<file path="src/rtl/shifter_pkg.sv">
// Shared op encoding and helpers for the pipelined barrel shifter.
package shifter_pkg;

  localparam int OP_W = 3;

  // Shift/rotate modes; encodings 5..7 pass the operand through untouched.
  typedef enum logic [OP_W-1:0] {
    OP_SLL = 3'd0,
    OP_SRL = 3'd1,
    OP_SRA = 3'd2,
    OP_ROL = 3'd3,
    OP_ROR = 3'd4
  } shift_op_e;

  localparam logic [OP_W-1:0] OP_LAST_SHIFT = 3'd4;

  // True when the op actually moves bits (anything above ROR is pass-through).
  function automatic logic is_shift_op(input logic [OP_W-1:0] op);
    return op <= OP_LAST_SHIFT;
  endfunction

endpackage

</file>
<file path="src/rtl/shifter_stage.sv">
// One binary stage of the barrel shifter: conditional 2^K shift/rotate
// followed by a pipeline register with valid/ready handshake.
module shifter_stage
  import shifter_pkg::*;
#(
  parameter int WIDTH = 32,
  parameter int K     = 0
) (
  input  logic                     clk,
  input  logic                     reset,
  input  logic                     in_valid,
  input  logic [WIDTH-1:0]         in_data,
  input  logic [$clog2(WIDTH)-1:0] in_amt,
  input  logic [OP_W-1:0]          in_op,
  input  logic                     in_sign,
  input  logic                     next_ready,
  output logic                     ready,
  output logic                     valid,
  output logic [WIDTH-1:0]         data,
  output logic [$clog2(WIDTH)-1:0] amt,
  output logic [OP_W-1:0]          op,
  output logic                     sign
);

  localparam int SH = 1 << K;
  // Upper SH bits set: where SRA drops copies of the original sign.
  localparam logic [WIDTH-1:0] FILL = ~({WIDTH{1'b1}} >> SH);

  logic [WIDTH-1:0] shifted;

  // Apply this stage's 2^K step only when its amount bit is set.
  always_comb begin
    shifted = in_data;
    if (in_amt[K] && is_shift_op(in_op)) begin
      case (in_op)
        OP_SLL:  shifted = in_data << SH;
        OP_SRL:  shifted = in_data >> SH;
        OP_SRA:  shifted = (in_data >> SH) | (in_sign ? FILL : '0);
        OP_ROL:  shifted = (in_data << SH) | (in_data >> (WIDTH - SH));
        OP_ROR:  shifted = (in_data >> SH) | (in_data << (WIDTH - SH));
        default: shifted = in_data;
      endcase
    end
  end

  // A stage can take a new item when empty or when its item moves on.
  assign ready = ~valid | next_ready;

  // Pipeline register; payload only refreshed by real items so a held
  // result stays put and bubbles never disturb it.
  always_ff @(posedge clk) begin
    if (!reset) begin
      valid <= 1'b0;
      data  <= '0;
      amt   <= '0;
      op    <= '0;
      sign  <= 1'b0;
    end else if (ready) begin
      valid <= in_valid;
      if (in_valid) begin
        data <= shifted;
        amt  <= in_amt;
        op   <= in_op;
        sign <= in_sign;
      end
    end
  end

endmodule

</file>
<file path="src/rtl/shifter_pipe.sv">
// Parametrised pipelined barrel shifter: SAW binary stages, one per
// shift-amount bit, chained with an elastic valid/ready handshake.
module shifter_pipe
  import shifter_pkg::*;
#(
  parameter int WIDTH = 32,
  parameter int SAW   = $clog2(WIDTH)
) (
  input  logic             clk,
  input  logic             reset,
  input  logic             in_valid,
  output logic             in_ready,
  input  logic [WIDTH-1:0] in_data,
  input  logic [SAW-1:0]   in_amt,
  input  logic [OP_W-1:0]  in_op,
  output logic             out_valid,
  input  logic             out_ready,
  output logic [WIDTH-1:0] out_data
);

  localparam int S = SAW;

  // Per-stage inputs (src_*) and registered outputs.
  logic [S-1:0]            src_valid, valid, sign, src_sign;
  logic [S-1:0][WIDTH-1:0] src_data, data;
  logic [S-1:0][SAW-1:0]   src_amt, amt;
  logic [S-1:0][OP_W-1:0]  src_op, op;
  logic [S:0]              rdy;

  assign rdy[S]    = out_ready;
  assign in_ready  = rdy[0];
  assign out_valid = valid[S-1];
  assign out_data  = data[S-1];

  genvar k;
  generate
    for (k = 0; k < S; k++) begin : g_stage
      if (k == 0) begin : g_head
        // Sign is captured from the original operand and carried along.
        assign src_valid[k] = in_valid;
        assign src_data[k]  = in_data;
        assign src_amt[k]   = in_amt;
        assign src_op[k]    = in_op;
        assign src_sign[k]  = in_data[WIDTH-1];
      end else begin : g_link
        assign src_valid[k] = valid[k-1];
        assign src_data[k]  = data[k-1];
        assign src_amt[k]   = amt[k-1];
        assign src_op[k]    = op[k-1];
        assign src_sign[k]  = sign[k-1];
      end

      shifter_stage #(.WIDTH(WIDTH), .K(k)) u_stage (
        .clk        (clk),
        .reset      (reset),
        .in_valid   (src_valid[k]),
        .in_data    (src_data[k]),
        .in_amt     (src_amt[k]),
        .in_op      (src_op[k]),
        .in_sign    (src_sign[k]),
        .next_ready (rdy[k+1]),
        .ready      (rdy[k]),
        .valid      (valid[k]),
        .data       (data[k]),
        .amt        (amt[k]),
        .op         (op[k]),
        .sign       (sign[k])
      );
    end
  endgenerate

  // The last stage's control fields have no consumer.
  logic unused_tail;
  assign unused_tail = ^{amt[S-1], op[S-1], sign[S-1]};

endmodule

</file>
<file path="config.mk">
export PLATFORM = sky130hd
export DESIGN_NAME = shifter_pipe
export DESIGN_NICKNAME = d
export VERILOG_FILES = /design/src/rtl/shifter_pkg.sv /design/src/rtl/shifter_stage.sv /design/src/rtl/shifter_pipe.sv
export SDC_FILE = /design/constraint.sdc
export NUM_CORES = 1
export LEC_CHECK = 0
export ABC_AREA = 0
export ABC_CLOCK_PERIOD_IN_PS = 1600
export CAP_MARGIN = 20
export CORE_MARGIN = 1
export CORE_UTILIZATION = 44
export CTS_CLUSTER_SIZE = 25
export DETAILED_ROUTE_END_ITERATION = 10
export SKIP_LAST_GASP = 1
export SYNTH_ARGS = -nofsm -noshare
export SYNTH_HDL_FRONTEND = slang
export SYNTH_SLANG_ARGS = --single-unit
</file>
<file path="constraint.sdc">
create_clock -name clk -period 1.6 [get_ports clk]
set_input_delay 0.32 -clock clk [delete_from_list [all_inputs] [get_ports clk]]
set_output_delay 0.32 -clock clk [all_outputs]
set_load 0.02 [all_outputs]
</file>
==> results.toml <==
[logic_synthesis]
synth-adder-area-share_pct = 0.725
synth_top_family_by_area = "compound AO/OA/AOI/OAI gates"
ys_ff_latch = 191
syn_area_per_cell_um2 = 8.16
muxShareOfSynthArea_pct = 1.67
synth_xor_area_share_pct = 0.703
synth_edf_count = 0
synth_nets = 1396
syn_inst = 1352
syn-cell-area_um2 = 11000
synthSimpleGateAreaFrac_pct = 20.1
yosys_warnings = 0
synth_flop_cell = "dfxtp_1"
async_reset_ff_share_pct = 0
yosysUniqueCellTypes = 72
synth-seq-area-share_pct = 34.6
synth_compound_area_share_pct = 32.8

[timing]
fmax_ghz = 0.588
relSlewSlack_pct = 70.8
rsz0062_at_grt = "true"
setup_viol = 20
hold_viol = 0
slew_viol_final = 0
fin_crit_ns = 1.70
tightest_slew_ns = 0.437
skew_ns = 0.0177
setup_slack_ns = -0.100
finalCritPeriodShare_pct = 106

[power]
p_int_mw = 7.88
power_leakage_nw = 5.01
p_seq_share_pct = 46.9
p_sw_share_pct = 28.1
power_switching_mw = 3.08
power_frac_clock_pct = 39.0
combPwrFrac_pct = 14.2
p_total_mw = 11.0
power.density_nw_per_um2 = 789
ir_drop_mv = 0.588

[global_route]
grt_pass1_vias = 10000
antenna_found_initial = 0
grt_start_max_net_pins = 50
grt_util_all_layers_pct = 26.4
grt_pass1_wl_mm = 54.8
grt_overflow = 0

[clocking]
holdBufCountCts = 0
numCtsBuffers = 17
htree_num_levels = 4
cts.sinks = 191
cts_tree = "yes"
cts_root_buf = "clkbuf_16"
clk_pin_slew_ns = 0.07
clock_path_buffers = 2
insertion_delay_ns = 0.45

[critical_path]
cp_slowest_cell = "or3_4"
cp.required_ns = 1.28
path_cells = "nand2_2 -> or3_4 -> buf_6"
crit_path_max_incr_delay_ns = 0.39
path_class = "reg2out"
crit_arrival_ns = 1.38
path_max_fanout = 2
cp-start-kind = "flip-flop"
end_kind = "output pin"

[cells_and_area]
final_layout_size_suffix_gt1_share_pct = 19.2
postLayoutCellArea_um2 = 13900
areaGrowthSynthToFinish_pct = 25.9
final_nets = 1470
num-fill-cells = 2270
n_antenna_cell = 0

[flow_run]
max-cap-violations = 0

[placement]
gp_congestion = 0.890
place_ws_ns = -0.528
placed_cell_area_um2 = 12700
dpl.hpwl_mm = 24.1
portBuffers = 77

[drt]
wl_per_cell_um = 20.2
vias = 11100
drt_wl_total_mm = 35.6
drc = 0
vias_per_cell = 6.30
first_iter_violations = 1073
first_pass_iters = 6
ant_nets = 0

[floorplan]
rows = 57
fp.dieArea_um2 = 25700
core_um2 = 24500
fp.dieH_um = 160
io_pins = 78
die_w_um = 160
start_util_pct = 45.1

[worst_hold_path]
hold_path.class = "in2reg"

[status]
violations = "setup timing"
status = "finished with violations"
-- layer usage --
layer,up-vias,part of all wire [%],track usage [%]
li1,5246,-,-
met3,68,5.2,3.43
met5,-,0,0
met2,456,49,43.9
met1,5333,42,34.4
met4,0,3.8,11.2
-- repair_timing --
item	CTS	global route
resized for setup	44	67
pin swaps	2	18
endpoints found under the setup margin	56	107
cloned	0	10
buffers inserted	8	8
-- path summary, 6_finish.rpt --
kind	cells after the start	slack [ns]	from	end
setup / recovery	3	-0.10	g_stage[3].u_stage.valid	in_ready
hold / removal	2	0.22	reset	g_stage[3].u_stage.valid
setup reg to reg	4	-0.05	g_stage[0].u_stage.op[1]	g_stage[1].u_stage.data[27]
hold reg to reg	2	0.46	g_stage[3].u_stage.sign	g_stage[3].u_stage.sign
-- stage by stage --
stage          setup TNS [ns]  hold WS (ns)  cells  utilization [%]
5_1_grt                 -2.67         0.220   1763             56.8
6_report               -0.395         0.223   1763             56.8
3_3_place_gp           -48.95         0.455   1706             51.8
2_1_floorplan               0         0.440   1352                -
3_5_place_dp           -51.40         0.458   1706             51.8
4_1_cts                -0.331         0.210   1745             54.4
-- power by group through the flow --
| stage | registers, mW | logic [mW] | clock network (mW) |
|---|---|---|---|
| after detailed placement | 5.22 | 1.37 | 0 |
| after floorplan | 5.12 | 0.845 | 0 |
| after global routing | 5.15 | 1.67 | 4.54 |
| after CTS | 5.11 | 1.39 | 4.34 |
| after global placement | 5.22 | 1.36 | 0 |
| final | 5.14 | 1.55 | 4.27 |
-- cells in the mapped netlist, drive strengths merged (4+ instances only) --
| library cell | n | area (um2) |
|---|---|---|
| or3 | 25 | 156 |
| a32o | 21 | 210 |
| inv | 13 | 48.8 |
| and3 | 22 | 138 |
| buf | 108 | 731 |
| a21boi | 27 | 229 |
| nor3b | 16 | 120 |
| o2111ai | 9 | 78.8 |
| nand3 | 95 | 475 |
| nor2 | 83 | 314 |
| mux2i | 15 | 150 |
| nand2b | 6 | 37.5 |
| nor2b | 21 | 131 |
| or2 | 4 | 25.0 |
| o22ai | 64 | 400 |
| and2 | 6 | 37.5 |
| o31ai | 10 | 80.1 |
| clkbuf | 69 | 263 |
| a21oi | 71 | 370 |
| o41ai | 29 | 329 |
| maj3 | 8 | 80.1 |
| o21ai | 101 | 517 |
| o2111a | 5 | 56.3 |
| nand2 | 90 | 338 |
| o21a | 14 | 105 |
| nor3 | 63 | 315 |
| a32oi | 4 | 42.6 |
| a22o | 15 | 131 |
| dfxtp | 191 | 3820 |
| o2bb2ai | 40 | 350 |
| o221ai | 49 | 429 |
| a22oi | 16 | 120 |
| xor2 | 6 | 60.1 |
-- registers in the layout (all words and copies together), names as in the netlist --
name                   flops
g_stage.u_stage.valid      5
g_stage.u_stage.op        12
g_stage.u_stage.data     160
g_stage.u_stage.sign       4
g_stage.u_stage.amt       10
-- logic make-up (layout without fill, tap and decap cells) --
kind of cell               count (synthesis)  count (layout)
buffers and inverters                    190             277
AOI/OAI and AO/OA                        494             494
and+or+nand+nor                          443             443
muxes                                     18              18
adders and majority gates                  8               8
xor gates and xnor gates                   8               8
DFF                                      191             191
-- layout by cell type (no fill, tap or decap), types with 9 or more instances in the layout --
cell             count
dfxtp_2             12
o21a_1              14
nor2b_1             21
nand3_1             94
a21oi_1             69
and3_1              22
o41ai_2             19
clkdlybuf4s50_1     41
clkbuf_16           24
o2bb2ai_1           39
o22ai_1             48
o221ai_1            49
o2111ai_1            9
inv_1               13
nor3_1              63
a32o_1              21
o22ai_2             14
o21ai_0             89
buf_12              39
a22oi_1             16
nor2_1              82
a21boi_0            22
mux2i_1             15
nor3b_1             14
o31ai_1              9
or3_1               24
nand2_1             87
a22o_1              15
buf_6               10
dfxtp_1            178
buf_4              101
dlygate4sd2_1       32
-- cell type report --
| cell class | instances | area, um2 | share of cell area [%] |
|---|---|---|---|
| inverters | 13 | 48.8 | 0.351 |
| clock inverters | 13 | 143 | 1.03 |
| repair buffers | 232 | 2530 | 18.2 |
| flip-flops and latches | 191 | 3840 | 27.7 |
| clock buffers | 19 | 433 | 3.12 |
| well taps | 324 | 405 | 2.92 |
| multi-input cells | 971 | 6480 | 46.7 |
-- worst max-delay path: cells and delay by family (launching register included) --
kind / cells / cell delay [ns]
buf+inv: 1 / 0.14
flops: 1 / 0.34
simple gates: 2 / 0.46
No activity file was read; power rests on OpenSTA's default activity.
